`src/rtl/gpu_pkg.sv`:
```
// Shared GPU types for the fill, line and blit engines.
// Coordinates are carried at a fixed 16-bit width and zero-extended from each engine's own widths.
package gpu_pkg;

  localparam int COORD_BITS = 16;

  typedef logic [COORD_BITS-1:0] coord_t;

  typedef enum logic [1:0] {
    IDLE,
    SETUP,
    SCAN,
    FINISH
  } fill_state_t;

  typedef struct packed {
    coord_t x;
    coord_t y;
  } point_t;

  typedef struct packed {
    coord_t xmin;
    coord_t xmax;
    coord_t ymin;
    coord_t ymax;
  } rect_t;

  function automatic coord_t coord_min(input coord_t a, input coord_t b);
    return (a < b) ? a : b;
  endfunction

  function automatic coord_t coord_max(input coord_t a, input coord_t b);
    return (a > b) ? a : b;
  endfunction

endpackage

```
`src/rtl/gpu_rect_setup.sv`:
```
// Normalises two arbitrary corners and intersects them with an inclusive clip window.
// Purely combinational so the line and blit engines can register it where they need.
module gpu_rect_setup
  import gpu_pkg::*;
(
  input  point_t      p1,
  input  point_t      p2,
  input  rect_t       clip,
  output rect_t       rect,
  output logic        empty
);

  always_comb begin
    rect.xmin = coord_max(coord_min(p1.x, p2.x), clip.xmin);
    rect.xmax = coord_min(coord_max(p1.x, p2.x), clip.xmax);
    rect.ymin = coord_max(coord_min(p1.y, p2.y), clip.ymin);
    rect.ymax = coord_min(coord_max(p1.y, p2.y), clip.ymax);
    empty     = (rect.xmin > rect.xmax) || (rect.ymin > rect.ymax);
  end

endmodule

```
`src/rtl/gpu_fill_rect_lanes.sv`:
```
// Rectangle fill rasteriser: emits LANES adjacent pixels per beat in raster order,
// with a lane mask, under a valid/ready handshake.
module gpu_fill_rect_lanes
  import gpu_pkg::*;
#(
  parameter int WIDTH_BITS  = 10,
  parameter int HEIGHT_BITS = 9,
  parameter int COLOR_BITS  = 16,
  parameter int LANES       = 4
) (
  input  logic                   clk,
  input  logic                   rst,
  input  logic                   start_i,
  input  logic [WIDTH_BITS-1:0]  x1_i,
  input  logic [WIDTH_BITS-1:0]  x2_i,
  input  logic [HEIGHT_BITS-1:0] y1_i,
  input  logic [HEIGHT_BITS-1:0] y2_i,
  input  logic [WIDTH_BITS-1:0]  clip_x0_i,
  input  logic [WIDTH_BITS-1:0]  clip_x1_i,
  input  logic [HEIGHT_BITS-1:0] clip_y0_i,
  input  logic [HEIGHT_BITS-1:0] clip_y1_i,
  input  logic [COLOR_BITS-1:0]  color_i,
  input  logic                   abort_i,
  output logic [WIDTH_BITS-1:0]  x_o,
  output logic [HEIGHT_BITS-1:0] y_o,
  output logic [LANES-1:0]       mask_o,
  output logic [COLOR_BITS-1:0]  color_o,
  output logic                   valid_o,
  input  logic                   ready_i,
  output logic                   busy_o,
  output logic                   done_o
);

  // One extra bit so x+k and x+LANES never wrap at the right screen edge.
  localparam int XW = COORD_BITS + 1;

  fill_state_t state, state_next;

  point_t                 p1_q, p2_q;
  rect_t                  clip_q, rect_c, rect_q;
  logic                   empty_c;
  logic [WIDTH_BITS-1:0]  x_q;
  logic [HEIGHT_BITS-1:0] y_q;
  logic [COLOR_BITS-1:0]  color_q;

  logic [XW-1:0] x_ext, xmax_ext;
  logic          row_end, last_row, beat_taken;
  logic          unused_hi_bits;

  gpu_rect_setup u_setup (
    .p1    (p1_q),
    .p2    (p2_q),
    .clip  (clip_q),
    .rect  (rect_c),
    .empty (empty_c)
  );

  assign x_ext    = XW'(x_q);
  assign xmax_ext = XW'(rect_q.xmax);
  assign row_end  = (x_ext + XW'(LANES)) > xmax_ext;
  assign last_row = (coord_t'(y_q) == rect_q.ymax);

  // Minimum corners are only consumed at the engine's native widths.
  assign unused_hi_bits = ^{rect_c.xmin, rect_c.ymin, rect_q.xmin, rect_q.ymin};

  always_ff @(posedge clk) begin
    if (rst) state <= IDLE;
    else     state <= state_next;
  end

  always_comb begin
    state_next = state;
    valid_o    = 1'b0;
    done_o     = 1'b0;
    beat_taken = 1'b0;
    case (state)
      IDLE:   if (start_i) state_next = SETUP;
      SETUP: begin
        if (abort_i)      state_next = IDLE;
        else if (empty_c) state_next = FINISH;
        else              state_next = SCAN;
      end
      SCAN: begin
        // An abort withdraws the in-flight beat so it can never be accepted.
        if (abort_i) begin
          state_next = IDLE;
        end else begin
          valid_o = 1'b1;
          if (ready_i) begin
            beat_taken = 1'b1;
            if (row_end && last_row) state_next = FINISH;
          end
        end
      end
      FINISH: begin
        done_o     = 1'b1;
        state_next = IDLE;
      end
      default: state_next = IDLE;
    endcase
  end

  always_comb begin
    mask_o = '0;
    if (state == SCAN) begin
      for (int k = 0; k < LANES; k++) begin
        mask_o[k] = (x_ext + XW'(k)) <= xmax_ext;
      end
    end
  end

  always_ff @(posedge clk) begin
    if (rst) begin
      p1_q    <= '0;
      p2_q    <= '0;
      clip_q  <= '0;
      rect_q  <= '0;
      color_q <= '0;
      x_q     <= '0;
      y_q     <= '0;
    end else begin
      case (state)
        IDLE: if (start_i) begin
          p1_q    <= '{x: coord_t'(x1_i), y: coord_t'(y1_i)};
          p2_q    <= '{x: coord_t'(x2_i), y: coord_t'(y2_i)};
          clip_q  <= '{xmin: coord_t'(clip_x0_i), xmax: coord_t'(clip_x1_i),
                       ymin: coord_t'(clip_y0_i), ymax: coord_t'(clip_y1_i)};
          color_q <= color_i;
        end
        SETUP: begin
          rect_q <= rect_c;
          x_q    <= rect_c.xmin[WIDTH_BITS-1:0];
          y_q    <= rect_c.ymin[HEIGHT_BITS-1:0];
        end
        SCAN: if (beat_taken) begin
          if (row_end) begin
            if (!last_row) begin
              x_q <= rect_q.xmin[WIDTH_BITS-1:0];
              y_q <= y_q + HEIGHT_BITS'(1);
            end
          end else begin
            x_q <= x_q + WIDTH_BITS'(LANES);
          end
        end
        default: ;
      endcase
    end
  end

  assign x_o     = x_q;
  assign y_o     = y_q;
  assign color_o = color_q;
  assign busy_o  = (state != IDLE);

endmodule

```
`config.mk`:
```
export PLATFORM = sky130hd
export DESIGN_NAME = gpu_fill_rect_lanes
export DESIGN_NICKNAME = d
export VERILOG_FILES = /design/src/rtl/gpu_pkg.sv /design/src/rtl/gpu_rect_setup.sv /design/src/rtl/gpu_fill_rect_lanes.sv
export SDC_FILE = /design/constraint.sdc
export NUM_CORES = 1
export LEC_CHECK = 0
export BUFFER_PORTS_ARGS = -buffer_cell sky130_fd_sc_hd__buf_4
export CAP_MARGIN = 25
export CORE_MARGIN = 2
export CORE_UTILIZATION = 30
export DETAILED_ROUTE_END_ITERATION = 10
export PLACE_DENSITY = 0.53
export SETUP_SLACK_MARGIN = 0.2
export SLEW_MARGIN = 0
export SYNTH_ARGS = -nofsm -noshare
export SYNTH_HDL_FRONTEND = slang
export SYNTH_SLANG_ARGS = --single-unit
export TNS_END_PERCENT = 10
```
`constraint.sdc`:
```
create_clock -name clk -period 6.7 [get_ports clk]
set_input_delay 1.005 -clock clk [delete_from_list [all_inputs] [get_ports clk]]
set_output_delay 1.005 -clock clk [all_outputs]
set_load 0.02 [all_outputs]
```
==> impl_metrics.tcl, run 1 <==
set metrics [dict create \
    start_kind "flop" \
    stdcell_count 1863 \
    first_global_vias 9150 \
    stdcell_area_um2 11990 \
    grt_pass1_wl_um 47840 \
    cts_setup_buffers 0 \
    drcViolationCount 0 \
    skew_ns 0.01101 \
    antenna_found_initial 0 \
    rows 66 \
    start_util 0.3049 \
    grt_max_degree 93 \
    fmax_ghz 0.1733 \
    synth_nets 1540 \
    synth_edf_count 0 \
    numCtsBuffers 17 \
    timing.rr.end "state[0]$_SDFFE_PP0P_" \
    postRouteAntennaNets 0 \
    fin_nets 1634 \
    max_cap_viol_count 0 \
    synth_cells 1314 \
    worst-setup-path-type "reg2reg" \
    ys_seq_area_frac 0.2858 \
    drtIter0Drc 438 \
    cp_max_fo 18 \
    final_util 0.3675 \
    die_area_um2 34630 \
    gr-usage-all-layers 0.1756 \
    whs_endpoint "color_o[0]$_SDFFE_PP0P_" \
    cp_data_required_time_ns 7.02 \
    holdPathStages 2 \
    gp_congestion 0.8218 \
    fin_setup_tns_ns 0 \
    ys_types 69 \
    worst_ir_drop_vdd_mv 0.2744 \
    outcome "completed" \
    synthFlopType "dfxtp_1" \
    min_from "color_o[0]$_SDFFE_PP0P_" \
    slew_violations 0 \
    cts_resized 0 \
    postSynthAreaPerCell_um2 7.570 \
    clockBufferDepth 2 \
    crit_arrival_ns 6.09 \
    routed_wl_um 29590 \
    end_kind "flop" \
    powerDensity_nw_per_um2 449.3 \
    ioPinCount 139 \
    ys.warnings.count 0 \
    n_antenna_cell 0 \
    setup_violations 0 \
    postCtsHoldBufs 0 \
    r2r-start "p2_q[21]$_SDFFE_PP0P_" \
    die_h_um 186.1 \
    rsz0062_at_grt "no" \
    hpwl_um 22490 \
    drive_gt1_frac 0.1506 \
    overflow 0 \
    p_leak_nw 4.991 \
    finalCriticalPeriod_ns 5.769 \
    r2r_setup_slack_ns 0.93 \
    path_clk_slew_ns 0.06 \
    ff2ff_path_depth 22 \
    hold_class "reg2reg" \
    finalHoldViolCount 0 \
    ys_seq_elements 142 \
    first_pass_iters 6 \
    die_x_um 186.1 \
    htreeDepth 4 \
    cts_root_buf "clkbuf_16" \
    relSlewSlack 0.3158 \
    portBuffers 138 \
    placedCellCount 1829 \
    finalCritPeriodShare 0.8611 \
    clkSinkCount 142 \
    dr_total_vias 9189 \
    core_um2 32620 \
    clkLatencyLatePin_ns 0.43 \
    syn2layout_area_growth_pct 20.52 \
    viasPerCell 4.932 \
    synth_area_um2 9947 \
    placed_cell_area_um2 11320 \
    async_flop_share 0 \
    cts_tree "yes" \
    worst_slew_pin_slew_ns 1.023 \
    post_drt_wl_per_cell_um 15.88 \
]
area by class of cell:
type                    instances  area, µm²
multi-input cells            1015       6492
well taps                     442      553.0
clock buffers                  21      470.5
repair buffers                149       1162
inverters                      83      311.5
flip-flops and latches        142       2843
fillers                      3428      20630
clock inverters                11      155.1
stage by stage:
stage	worst slack (ns)	hold slack [ns]	power, mW
after floorplan	1.550	0.4318	3.585
after global placement	1.145	0.4438	4.313
after detailed placement	1.027	0.4467	4.366
after CTS	0.9692	0.4553	5.403
after global routing	0.5338	0.4715	5.879
final	0.9309	0.4535	5.386
worst max-delay path, cell delays in order, from the launching register on:
cell	delay, ns
dfxtp_1	0.33
inv_1	0.07
ha_1	0.32
nand4_1	0.13
a211oi_1	0.27
a211oi_2	0.08
nor2_1	0.79
o21ai_0	0.40
ha_1	0.41
nand4_1	0.11
nor3_1	0.25
nand2_1	0.08
a21oi_1	0.16
or2_1	0.29
buf_4	0.27
nand2_1	0.07
o21ai_1	0.07
ha_1	0.27
a21o_1	0.19
a211o_1	0.33
o31ai_1	0.28
o211ai_1	0.13
o311a_1	0.33
cells in the final DEF (no fill, tap or decap), drive strengths merged, types with 21 or more instances in the layout:
cell and count:
dfxtp 142, mux2i 25, nand3 53, xnor2 22
clkbuf 21, nor2 44, a21oi 147, o21ai 77
ha 129, inv 84, nand2 295, nand4 30
buf 149
state kept, by name, summed over array words and instances (netlist names):
register	count
rect_q	29
clip_q	38
y_o	9
p1_q	19
p2_q	19
state	2
color_o	16
x_o	10
cell families (layout without fill, tap and decap cells):
kind of cell | Yosys count | in the layout | synth area share
simple gates | 489 | 489 | 0.2187
fa+ha+maj | 129 | 129 | 0.1623
compound gates | 316 | 316 | 0.1901
flops | 142 | 142 | 0.2858
xor+xnor | 38 | 38 | 0.03346
mux | 43 | 43 | 0.04591
buf+inv | 157 | 264 | 0.06377
how the worst max path moves through the flow:
| stage | startpoint | to | slack (ns) | cells past startpoint |
|---|---|---|---|---|
| after CTS | p2_q[21]$_SDFFE_PP0P_ | state[0]$_SDFFE_PP0P_ | 0.97 | 22 |
| after global routing | p2_q[21]$_SDFFE_PP0P_ | state[0]$_SDFFE_PP0P_ | 0.53 | 24 |
| after global placement | p2_q[21]$_SDFFE_PP0P_ | state[0]$_SDFFE_PP0P_ | 1.15 | 22 |
| after floorplan | p2_q[21]$_SDFFE_PP0P_ | state[0]$_SDFFE_PP0P_ | 1.55 | 28 |
| after detailed placement | p2_q[21]$_SDFFE_PP0P_ | state[0]$_SDFFE_PP0P_ | 1.03 | 22 |
| final | p2_q[21]$_SDFFE_PP0P_ | state[0]$_SDFFE_PP0P_ | 0.93 | 22 |
metal layers:
layer | global-route usage | routed length, µm
met5 | 0 | 0
met4 | 0.04063 | 357
met3 | 0.02641 | 913
met2 | 0.3088 | 14530
met1 | 0.2251 | 13790
synthesized netlist by cell type (all sizes together), types with 22 or more instances:
master | number | area (µm²)
a21oi | 147 | 758.2
clkbuf | 53 | 198.9
dfxtp | 142 | 2843
ha | 129 | 1614
inv | 82 | 307.8
mux2i | 25 | 250.2
nand2 | 295 | 1107
nand3 | 53 | 270.3
nand4 | 30 | 187.7
nor2 | 44 | 183.9
o21ai | 77 | 389.1
xnor2 | 22 | 192.7
report_power, final:
part	internal, mW	switching [mW]
registers	0.992	0.174
logic	1.33	1.87
clock network	0.619	0.395
total	2.94	2.44
Power figures use the tool's default switching activity.
==> inputs of run 2 (changes only) <==
--- a/config.mk
+++ b/config.mk
@@ -7,10 +7,11 @@
 export LEC_CHECK = 0
 export BUFFER_PORTS_ARGS = -buffer_cell sky130_fd_sc_hd__buf_4
 export CAP_MARGIN = 25
+export CORE_ASPECT_RATIO = 0.5
 export CORE_MARGIN = 2
 export CORE_UTILIZATION = 30
 export DETAILED_ROUTE_END_ITERATION = 10
-export PLACE_DENSITY = 0.53
+export PLACE_DENSITY = 0.55
 export SETUP_SLACK_MARGIN = 0.2
 export SLEW_MARGIN = 0
 export SYNTH_ARGS = -nofsm -noshare
==> constraint.sdc (replaced) <==
create_clock -name clk -period 4.8 [get_ports clk]
set_input_delay 0.72 -clock clk [delete_from_list [all_inputs] [get_ports clk]]
set_output_delay 0.72 -clock clk [all_outputs]
set_load 0.02 [all_outputs]
==> run 2 against run 1 <==
Non-clock buffer count grew 102. First-iteration DRC count grew 35%. Maximum frequency grew 24%. Sequential share of layout area shrank 2.2 points. Routed wire length grew 4.8%. Largest cell class unchanged. Cell area grew 11%. Worst hold slack gained 0.00094 ns. Register-to-register slack lost 0.78 ns. Die area grew 0.25%. Critical endpoint unchanged.
==> impl_metrics.tcl, run 2 (synthesized netlist as in run 1, its figures left out) <==
set metrics [dict create \
    final_common_cell "nand2_1" \
    numCtsBuffers 17 \
    viasPerCell 4.910 \
    placedCellCount 1889 \
    finalCriticalPeriod_ns 4.648 \
    gr-usage-all-layers 0.1758 \
    postCtsHoldBufs 0 \
    rsz0062_at_grt "yes" \
    htreeDepth 4 \
    max_cap_viol_count 0 \
    skew_ns 0.01032 \
    clkSinkCount 142 \
    hold_class "reg2reg" \
    start_kind "flop" \
    slew_violations 0 \
    largest_reg_flops 38 \
    first_pass_iters 5 \
    rows 47 \
    grt_max_degree 94 \
    top_register "clip_q" \
    routed_wl_um 31010 \
    antenna_found_initial 0 \
    cp_max_fo 4 \
    post_drt_wl_per_cell_um 15.79 \
    p_total_mw 8.724 \
    final_util 0.4039 \
    stdcell_count 1964 \
    largestRegisters "clip_q x38, rect_q x29" \
    drive_gt1_frac 0.2718 \
    grt_pass1_wl_um 48180 \
    cts_root_buf "clkbuf_16" \
    finalHoldViolCount 0 \
    cts_tree "yes" \
    start_util 0.3026 \
    syn2layout_area_growth_pct 33.47 \
    p_leak_nw 5.563 \
    finalCritPeriodShare 0.9683 \
    fmax_ghz 0.2151 \
    gp_congestion 0.8790 \
    crit_arrival_ns 4.97 \
    cp_data_required_time_ns 5.13 \
    worst-setup-path-type "reg2reg" \
    dr_total_vias 9643 \
    clkLatencyLatePin_ns 0.44 \
    postRouteAntennaNets 0 \
    core_um2 32870 \
    path_clk_slew_ns 0.06 \
    overflow 0 \
    first_global_vias 8883 \
    relSlewSlack 0.3027 \
    drtIter0Drc 593 \
    portBuffers 138 \
    end_kind "flop" \
    clockBufferDepth 2 \
    outcome "completed" \
    n_antenna_cell 0 \
    setup_violations 0 \
    die_h_um 132.8 \
    final_cell_mix "nand2_1, buf_4, a21oi_1" \
    hpwl_um 22570 \
    worst_slew_pin_slew_ns 1.046 \
    drcViolationCount 0 \
    worst_ir_drop_vdd_mv 0.4399 \
    die_area_um2 34720 \
    powerDensity_nw_per_um2 657.1 \
    ioPinCount 139 \
    fin_nets 1736 \
    die_x_um 261.5 \
]
-- run 2: changes by cell type in the layout (fill, tap and decap cells not counted), sizes merged --
cell	delta
clkinv	+3
inv	-1
buf	+101
bufinv	-1
clkbuf	+1
clkinvlp	-1
-- run 2: power breakdown --
| group | switching, mW | internal, mW |
|---|---|---|
| Clock | 0.555 | 0.784 |
| Combinational | 3.10 | 2.69 |
| Sequential | 0.204 | 1.39 |
-- run 2: metal layers --
layer	GRT usage	wire length, µm	vias to the layer above
li1	-	-	4962
met5	0	0	-
met3	0.02893	782	23
met4	0.03914	350	0
met2	0.2859	14750	113
met1	0.2433	15130	4545
-- run 2: critical path, stage by stage (launching register included) --
cell       delay (ns)
dfxtp_2          0.34
inv_2            0.06
ha_1             0.28
nand4_1          0.14
a211oi_2         0.09
a2111oi_4        0.46
o21ai_2          0.13
buf_4            0.15
buf_4            0.12
buf_4            0.12
buf_4            0.12
buf_4            0.12
buf_4            0.12
buf_4            0.12
buf_4            0.12
buf_4            0.12
buf_4            0.12
buf_4            0.12
buf_4            0.12
buf_4            0.12
buf_4            0.12
mux2_4           0.28
ha_4             0.28
nand3_1          0.13
o31ai_4          0.23
o211ai_1         0.11
o311a_1          0.29
-- run 2: final cells by class --
| cell class | count | area [µm²] |
|---|---|---|
| Tap cell | 441 | 551.8 |
| Fill cell | 3327 | 19600 |
| Clock inverter | 11 | 135.1 |
| Multi-Input combinational cell | 1015 | 7041 |
| Sequential cell | 142 | 2861 |
| Clock buffer | 21 | 450.4 |
| Timing Repair Buffer | 251 | 1926 |
| Inverter | 83 | 311.5 |
-- run 2: worst paths after layout --
| kind | slack, ns | cells after the start | start | to |
|---|---|---|---|---|
| worst max register to register | 0.15 | 26 | p2_q[5]$_SDFFE_PP0P_ | state[0]$_SDFFE_PP0P_ |
| worst max-delay path | 0.15 | 26 | p2_q[5]$_SDFFE_PP0P_ | state[0]$_SDFFE_PP0P_ |
| worst min-delay path | 0.45 | 2 | p2_q[3]$_SDFFE_PP0P_ | p2_q[3]$_SDFFE_PP0P_ |
| worst min register to register | 0.45 | 2 | p2_q[3]$_SDFFE_PP0P_ | p2_q[3]$_SDFFE_PP0P_ |
-- run 2: repair_timing --
| action | CTS | global route |
|---|---|---|
| pin swaps | 26 | 32 |
| endpoints found under the setup margin | 1 | 1 |
| buffers inserted | 29 | 9 |
| resized for setup | 50 | 74 |
| gates cloned | 3 | 1 |
-- run 2: stage by stage --
step / setup TNS (ns) / worst slack, ns / instance area (µm²) / hold WS [ns]
2_1_floorplan: 0 / 0.02115 / 10050 / 0.4318
5_1_grt: -0.04612 / -0.04612 / 13280 / 0.4718
6_report: 0 / 0.1520 / 13280 / 0.4545
3_5_place_dp: -0.03981 / -0.03981 / 11820 / 0.4467
4_1_cts: 0 / 0.1208 / 12850 / 0.4558
3_3_place_gp: 0 / 0.02505 / 11820 / 0.4444
